--- src/rtl/gf_pkg.sv ---
// Shared types and encodings for the sequential GF(2^m) arithmetic unit.
package gf_pkg;

    // Operation encodings on the mode input.
    localparam logic [1:0] MODE_ENC_MUL  = 2'd0;
    localparam logic [1:0] MODE_ENC_SQR  = 2'd1;
    localparam logic [1:0] MODE_ENC_EXP  = 2'd2;
    localparam logic [1:0] MODE_ENC_RSVD = 2'd3;

    typedef enum logic [1:0] {
        MODE_MUL  = MODE_ENC_MUL,
        MODE_SQR  = MODE_ENC_SQR,
        MODE_EXP  = MODE_ENC_EXP,
        MODE_RSVD = MODE_ENC_RSVD
    } mode_t;

    // ST_SEL is the exponent-bit selection point. It is resolved in the
    // final MUL_RUN cycle of each multiply so no bubble cycle is spent there.
    typedef enum logic [1:0] {
        ST_IDLE    = 2'd0,
        ST_MUL_RUN = 2'd1,
        ST_SEL     = 2'd2,
        ST_DONE    = 2'd3
    } state_t;

endpackage

--- src/rtl/gf_mul_step.sv ---
// One MSB-first interleaved multiply-and-reduce step:
// acc' = (acc << 1) ^ (acc[msb] ? p : 0) ^ (op2_bit ? op1 : 0).
module gf_mul_step #(
    parameter int DATA_WIDTH = 4
) (
    input  logic [DATA_WIDTH-1:0] acc,
    input  logic [DATA_WIDTH-1:0] op1,
    input  logic                  op2_bit,
    input  logic [DATA_WIDTH-1:0] poly,
    output logic [DATA_WIDTH-1:0] acc_next
);

    // Shift, fold the overflowing x^m term back through p, add partial product.
    always_comb begin
        acc_next = {acc[DATA_WIDTH-2:0], 1'b0};
        if (acc[DATA_WIDTH-1]) begin
            acc_next = acc_next ^ poly;
        end
        if (op2_bit) begin
            acc_next = acc_next ^ op1;
        end
    end

endmodule

--- src/rtl/gf_seq_exp_unit.sv ---
// Sequential GF(2^m) multiply / square / exponentiate unit with a bit-serial
// interleaved core and a left-to-right square-and-multiply controller.
// Handshake: a request is taken on a rising edge where start=1 and ready=1;
// ready is low while busy; done is a one-cycle pulse in which out is valid
// and ready is already high again, so a new start in that cycle is accepted.
module gf_seq_exp_unit
    import gf_pkg::*;
#(
    parameter int DATA_WIDTH = 4,
    parameter int EXP_WIDTH  = 4
) (
    input  logic                  clk,
    input  logic                  rst,
    input  logic                  start,
    input  logic [1:0]            mode,
    input  logic [DATA_WIDTH-1:0] a,
    input  logic [DATA_WIDTH-1:0] b,
    input  logic [EXP_WIDTH-1:0]  e,
    input  logic [DATA_WIDTH:0]   polyn_red_in,
    output logic                  ready,
    output logic                  done,
    output logic [DATA_WIDTH-1:0] out
);

    localparam int CW = (DATA_WIDTH > 1) ? $clog2(DATA_WIDTH) : 1;
    localparam int IW = (EXP_WIDTH > 1) ? $clog2(EXP_WIDTH) : 1;
    localparam logic [CW-1:0] CNT_TOP = CW'(DATA_WIDTH - 1);
    localparam logic [IW-1:0] IDX_TOP = IW'(EXP_WIDTH - 1);
    localparam logic [DATA_WIDTH-1:0] ONE = DATA_WIDTH'(1);

    state_t                state, state_next;
    mode_t                 mode_r;
    logic [DATA_WIDTH-1:0] a_r, p_r, op1, op2, acc, res, prod;
    logic [EXP_WIDTH-1:0]  e_r;
    logic [CW-1:0]         cnt;
    logic [IW-1:0]         idx;
    logic                  sq_phase;
    logic                  last_bit, take_mul, finish;

    // The implied x^m coefficient of p is never looked at.
    logic unused_poly_top;
    assign unused_poly_top = polyn_red_in[DATA_WIDTH];

    gf_mul_step #(.DATA_WIDTH(DATA_WIDTH)) u_step (
        .acc      (acc),
        .op1      (op1),
        .op2_bit  (op2[cnt]),
        .poly     (p_r),
        .acc_next (prod)
    );

    // Selection logic evaluated during the last bit of every multiply.
    always_comb begin
        last_bit = (cnt == '0);
        take_mul = (mode_r == MODE_EXP) && sq_phase && e_r[idx];
        finish   = (mode_r != MODE_EXP) || (!take_mul && (idx == '0));
    end

    // State register.
    always_ff @(posedge clk or posedge rst) begin
        if (rst) begin
            state <= ST_IDLE;
        end else begin
            state <= state_next;
        end
    end

    // Next-state and ready decode.
    always_comb begin
        state_next = state;
        ready      = (state == ST_IDLE);
        case (state)
            ST_IDLE: begin
                if (start) begin
                    state_next = (mode_t'(mode) == MODE_RSVD) ? ST_DONE : ST_MUL_RUN;
                end
            end
            ST_MUL_RUN: begin
                if (last_bit) begin
                    state_next = finish ? ST_DONE : ST_MUL_RUN;
                end
            end
            // Never entered: the SEL decision is folded into MUL_RUN.
            ST_SEL:  state_next = ST_IDLE;
            ST_DONE: state_next = ST_IDLE;
            default: state_next = ST_IDLE;
        endcase
    end

    // Operand capture, core accumulation, exponent walk and result output.
    always_ff @(posedge clk or posedge rst) begin
        if (rst) begin
            mode_r   <= MODE_MUL;
            a_r      <= '0;
            e_r      <= '0;
            p_r      <= '0;
            op1      <= '0;
            op2      <= '0;
            acc      <= '0;
            cnt      <= '0;
            idx      <= '0;
            sq_phase <= 1'b0;
            res      <= '0;
            out      <= '0;
            done     <= 1'b0;
        end else begin
            done <= (state == ST_DONE);
            case (state)
                ST_IDLE: begin
                    if (start) begin
                        mode_r   <= mode_t'(mode);
                        a_r      <= a;
                        e_r      <= e;
                        p_r      <= polyn_red_in[DATA_WIDTH-1:0];
                        acc      <= '0;
                        cnt      <= CNT_TOP;
                        idx      <= IDX_TOP;
                        sq_phase <= 1'b1;
                        case (mode_t'(mode))
                            MODE_MUL: begin op1 <= a;   op2 <= b;   end
                            MODE_SQR: begin op1 <= a;   op2 <= a;   end
                            MODE_EXP: begin op1 <= ONE; op2 <= ONE; end
                            default:  begin op1 <= '0;  op2 <= '0;  res <= '0; end
                        endcase
                    end
                end
                ST_MUL_RUN: begin
                    if (!last_bit) begin
                        acc <= prod;
                        cnt <= cnt - 1'b1;
                    end else begin
                        acc <= '0;
                        cnt <= CNT_TOP;
                        if (finish) begin
                            res <= prod;
                        end else if (take_mul) begin
                            op1      <= prod;
                            op2      <= a_r;
                            sq_phase <= 1'b0;
                        end else begin
                            op1      <= prod;
                            op2      <= prod;
                            idx      <= idx - 1'b1;
                            sq_phase <= 1'b1;
                        end
                    end
                end
                ST_DONE: out <= res;
                default: ;
            endcase
        end
    end

endmodule

--- config.mk ---
export PLATFORM = sky130hd
export DESIGN_NAME = gf_seq_exp_unit
export DESIGN_NICKNAME = d
export VERILOG_FILES = /design/src/rtl/gf_pkg.sv /design/src/rtl/gf_mul_step.sv /design/src/rtl/gf_seq_exp_unit.sv
export SDC_FILE = /design/constraint.sdc
export NUM_CORES = 1
export LEC_CHECK = 0
export CAP_MARGIN = 20
export CORE_AREA = 4 4 82 84
export CTS_CLUSTER_SIZE = 10
export DETAILED_ROUTE_END_ITERATION = 6
export DIE_AREA = 0 0 86 88
export GPL_TIMING_DRIVEN = 0
export HOLD_SLACK_MARGIN = 0.05
export PLACE_DENSITY = 0.58
export SLEW_MARGIN = 20
export SYNTH_ARGS = -nofsm -noshare
export SYNTH_HDL_FRONTEND = slang
export SYNTH_SLANG_ARGS = --single-unit
--- constraint.sdc ---
create_clock -name clk -period 2.8 [get_ports clk]
set_input_delay 0.7 -clock clk [delete_from_list [all_inputs] [get_ports clk]]
set_output_delay 0.7 -clock clk [all_outputs]
set_load 0.005 [all_outputs]
==> metrics.yaml <==
outcome:
  outcome: "completed"
clock_tree:
  cts_root_buf: "clkbuf_8"
  h-tree-depth: 2
  tritoncts: "yes"
  numCtsBuffers: 5
  cts-resized-gates: 0
  clock_sinks: 42
  hold_buffers: 0
  cts_setup_buffers: 0
  path_clk_slew_ns: 0.08
  clk-insertion-delay-late_ns: 0.29
  cts_max_path_buffers: 2
sta:
  holdWs_ns: 0.5103
  drv_slew: 0
  finalHoldViolations: 0
  skew_ns: 0.009942
  tns_ns: 0
  worst_slew_pin_slew_ns: 0.6070
  setup_viol: 0
  post-route-period-util: 0.8789
  finalWorstSetupSlack_ns: 0.3390
  max_freq_ghz: 0.4063
  rsz0062_at_grt: "no"
  period_needed_ns: 2.461
  relSlewSlack: 0.5953
drt:
  route.met3.wl_um: 248
  top_layer_used: "met4"
  wl_per_cell_um: 15.80
  final_antenna_net_count: 0
  vias_per_cell: 5.228
  wl_met1_um: 2274
  wl_met2_um: 2089
  detail_route.iter0.violations: 104
  wl_um: 4646
  drc: 0
  vias: 1537
  drt_first_pass_iters: 4
logic_synthesis:
  async_flop_share: 1.000
  synth_enable_flop_cells: 0
  syn_area_per_cell_um2: 11.14
  yosysSeqAreaShare: 0.5072
  syn_inst: 186
  ys_ff_latch: 42
  ys_warn_count: 0
  netlist_area_um2: 2072
  synth_nets: 210
  synthFlopType: "dfrtp_1"
  synth_cell_types: 36
final_layout:
  n_antenna_cell: 0
  nNetsFinal: 243
  area_growth_pct: 23.01
  nFillCells: 561
  fin_util: 0.4305
  drive_above_1_share: 0.1735
setup_path:
  crit_path_start_kind: "input port"
  worstPathArrival_ns: 2.65
  worstSetupPathType: "input port to register"
  required_ns: 2.99
  worst-r2r-setup-slack_ns: 0.74
  worstSetupEndpointType: "register"
  worstPathMaxFanout: 10
pwr:
  clockPowerShare: 0.160
  p_per_area_nw_per_um2: 1201
  seqPwrFrac: 0.352
  power.internal_uw: 1867
  p_leak_uw: 0.001085
  comb_power_share: 0.487
  power_switching_uw: 1194
  max-vdd-ir-drop_uv: 451.6
  switching_share: 0.3900
placement:
  globalplace.congestion: 0.7548
  numPortBuffers: 25
  pre_cts_ws_ns: 0.02120
  dp_hpwl_um: 3367
die:
  num_io_pins: 28
  start_util: 0.3500
  die_y_um: 88
  std_cell_rows: 28
  dieWidth_um: 86
  dieArea_um2: 7568
  core_um2: 5921
grt:
  gr-total-overflow: 0
  grt_pass1_vias: 1650
  grt_use_total: 0.1393
  grt_start_max_net_pins: 28
  grt_pass1_wl_um: 8280
  antenna_found_initial: 0
job:
  maxCapViolCount: 0
worst_hold_path:
  hold_class: "register to register"
==> state kept, by name, summed over array words and instances, names as in the netlist, 4 cells and up <==
signal,cells
e_r,4
a_r,4
res,4
out,4
acc,4
p_r,4
op1,4
op2,4
==> cell type report <==
type,instances,area [um^2],area share
sequential,42,1051,0.4124
multi-input combinational,123,932.1,0.3657
timing repair buffer,26,270.3,0.1060
tap,75,93.84,0.03682
clock buffer,6,82.58,0.03240
buffer,11,51.30,0.02013
inverter,10,37.54,0.01473
clock inverter,1,30.03,0.01178
==> Yosys cell counts, drive strengths merged (2+ instances only) <==
cell type / n / area, um^2
dfrtp: 42 / 1051
mux2: 22 / 251.5
a21oi: 16 / 80.08
inv: 10 / 37.54
nand2: 8 / 30.03
a31oi: 7 / 43.79
o211ai: 7 / 52.55
clkbuf: 6 / 22.52
o21ai: 6 / 30.03
a32oi: 5 / 43.79
buf: 5 / 28.78
nand3: 5 / 25.02
o22ai: 5 / 31.28
and3b: 4 / 35.03
nor2: 4 / 15.01
o31ai: 4 / 30.03
a211o: 3 / 26.28
a21boi: 3 / 22.52
nand2b: 3 / 18.77
nor3b: 3 / 22.52
and2: 2 / 12.51
ha: 2 / 25.02
mux2i: 2 / 20.02
mux4: 2 / 45.04
or2: 2 / 12.51
==> stage by stage <==
| step | instance area (um^2) | instances | power, uW |
|---|---|---|---|
| detailed placement | 2436 | 287 | 2577 |
| finish | 2549 | 294 | 3061 |
| global placement | 2416 | 286 | 2551 |
| global route | 2549 | 294 | 3337 |
| CTS | 2549 | 294 | 3069 |
| floorplan | 2072 | 186 | 2133 |
==> critical path: stages <==
cell and delay [ns]:
clkdlybuf4s50_1 0.50, nor3b_1 0.23, buf_2 0.29, buf_1 0.51, mux2_2 0.41
==> cells in the final DEF, fill, tap and decap left out, types with 3 or more instances in the layout <==
master            n
a211o_1           3
a21boi_0          3
a21oi_1          16
a31oi_1           7
a32oi_1           5
and3b_1           4
clkbuf_1          6
clkbuf_8          6
clkdlybuf4s50_1  25
dfrtp_1          42
inv_1             9
mux2_2           21
nand2_1           8
nand2b_1          3
nand3_1           5
nor2_1            4
nor3b_1           3
o211ai_1          7
o21ai_0           6
o22ai_1           5
o31ai_1           4
==> final timing paths <==
| check | from | endpoint | cells past startpoint |
|---|---|---|---|
| max | start | p_r[2] | 5 |
| min | a_r[2] | a_r[2] | 1 |
| max reg2reg | state[0] | p_r[2] | 5 |
| min reg2reg | a_r[2] | a_r[2] | 1 |
| max in group asynchronous | rst | op2[2] | 3 |
| min in group asynchronous | rst | p_r[1] | 2 |
==> power groups by stage <==
stage	Sequential, uW	Combinational [uW]	Clock, uW
after floorplan	1040	1100	0
after global placement	1080	1470	0
after detailed placement	1090	1490	0
after CTS	1080	1490	497
after global routing	1120	1690	533
final	1080	1490	491
==> cells by family (layout without fill, tap and decap cells) <==
family                     after synthesis  in the layout  share of synthesized area
AOI/OAI and AO/OA                       61             61                     0.1938
DFF                                     42             42                     0.5072
buffers and inverters                   21             54                    0.04288
and+or+nand+nor                         34             34                    0.09118
adders and majority gates                2              2                    0.01208
muxes                                   26             26                     0.1528
==> layer usage <==
metal / up-vias / global-route usage
met1: 725 / 0.1978
met2: 44 / 0.2165
met5: - / 0
li1: 763 / -
met3: 5 / 0.03104
met4: 0 / 0.03453
No activity file was read; power rests on OpenSTA's default activity.
==> RTL change (same settings) <==
Re-encode `state_t` (4 states) as one-hot, 4 bits wide.
--- a/src/rtl/gf_pkg.sv
+++ b/src/rtl/gf_pkg.sv
@@ -17,9 +17,9 @@
     // ST_SEL is the exponent-bit selection point. It is resolved in the
     // final MUL_RUN cycle of each multiply so no bubble cycle is spent there.
-    typedef enum logic [1:0] {
-        ST_IDLE    = 2'd0,
-        ST_MUL_RUN = 2'd1,
-        ST_SEL     = 2'd2,
-        ST_DONE    = 2'd3
+    typedef enum logic [3:0] {
+        ST_IDLE    = 4'b0001,
+        ST_MUL_RUN = 4'b0010,
+        ST_SEL     = 4'b0100,
+        ST_DONE    = 4'b1000
     } state_t;
 
Behaviour: no difference found for any inputs over 10 cycles, from zero or initial values and one cycle with rst high; not proved beyond that.
==> RTL change against the unedited design <==
Final cell count increased by 13%. Core utilization up 2.1 points. Sequential cell count rose by 1. Non-clock buffer count grew 2. Setup slack got worse by 0.14 ns. Register-to-register slack worse by 0.04 ns. Hold slack lost 0.026 ns. Final area is 4.9% higher. Count of clock-buffer cells in the layout unchanged. Routed wire length grew 8.8%. Synthesized area grew 5.7%. Total power down 16%. Critical path type is now register to primary output. Largest cell class unchanged. Largest power group is now sequential cells.
==> RTL change: results (changes against the unedited design) <==
Outcome
  • Outcome: finished clean (unchanged)

Detailed routing
  • M1 wire length: 2.385 mm (was 2.274 mm)
  • Met3 Wirelength: 256 microns (was 248 microns)
  • Avg WL per Cell: 15.18 microns (was 15.80 microns)
  • Via density: 5.270 (was 5.228)

Place
  • Post-Place Worst Slack: 0.2088 ns (was 0.02120 ns)
  • Routability cong.: 0.7925 (was 0.7548)

Finish
  • Non-CTS buffers: 39 (was 37)
  • Multi-input logic portion of the cell area: 37.41% (was 36.57%)
  • Multi-In Gates: 159 (was 123)
  • Data buffer area share: 13.11% (was 12.62%)
  • Final nets: 281 (was 243)
  • Non-clock inverter count: 9 (was 10)

Yosys
  • Post-Synth Adder-Cell Area: 1.142% (was 1.208%)
  • Leading cell types by count after synthesis: 52 x nand2_1, 42 x dfrtp_1, 15 x a21oi_1 (was 42 x dfrtp_1, 21 x mux2_2, 16 x a21oi_1)
  • Synth area leaders: dfrtp_1 48%, nand2_1 8.9%, mux2_2 3.6% (was dfrtp_1 51%, mux2_2 11%, a21oi_1 3.9%)
  • Syn Nets: 248 (was 210)
  • Mux contribution to synthesized area: 7.938% (was 15.28%)
  • Synth cell types: 40 (was 36)
  • Compound-Gate Fraction of Synth Area: 17.42% (was 19.38%)

Timing
  • Slew headroom: 39.83% (was 59.53%)

Global route
  • GR Util met2: 23.55% (was 21.65%)
  • First-pass GRT wire length: 8.687 mm (was 8.280 mm)
  • Met3 global-route usage: 2.822% (was 3.104%)
  • Total Routing Usage GR: 14.64% (was 13.93%)

Worst setup path
  • Critical Path Fanout Max: 7 (was 10)
  • WP data arrival: 1.90 ns (was 2.65 ns)

Power
  • Proportion of power drawn by the clock network: 19.8% (was 16.0%)
  • Max rail drop VDD: 0.4563 mV (was 0.4516 mV)
## RTL change: path summary, 6_finish.rpt
check	startpoint	endpoint	slack, ns	cells past startpoint
min in group asynchronous	rst	p_r[2]	0.71	2
worst max-delay path	state[0]	ready	0.20	2
worst min-delay path	e_r[1]	e_r[1]	0.48	2
max in group asynchronous	rst	state[0]	1.54	3
worst min register to register	e_r[1]	e_r[1]	0.48	2
worst max register to register	state[3]	state[1]	0.70	4
## RTL change: worst max-delay path: stages, from the launching register on
cell	delay [ns]
dfstp_2	0.58
nor3b_1	0.42
clkdlybuf4s50_1	0.60
## RTL change: stage by stage
| stage | util (%) | area, sq um | total power, uW | cells |
|---|---|---|---|---|
| global placement | 42.81 | 2535 | 2052 | 324 |
| finish | 45.14 | 2673 | 2565 | 333 |
| detailed placement | 43.15 | 2555 | 2075 | 325 |
| CTS | 45.14 | 2673 | 2589 | 333 |
| global route | 45.14 | 2673 | 2777 | 333 |
| floorplan | - | 2191 | 1749 | 224 |
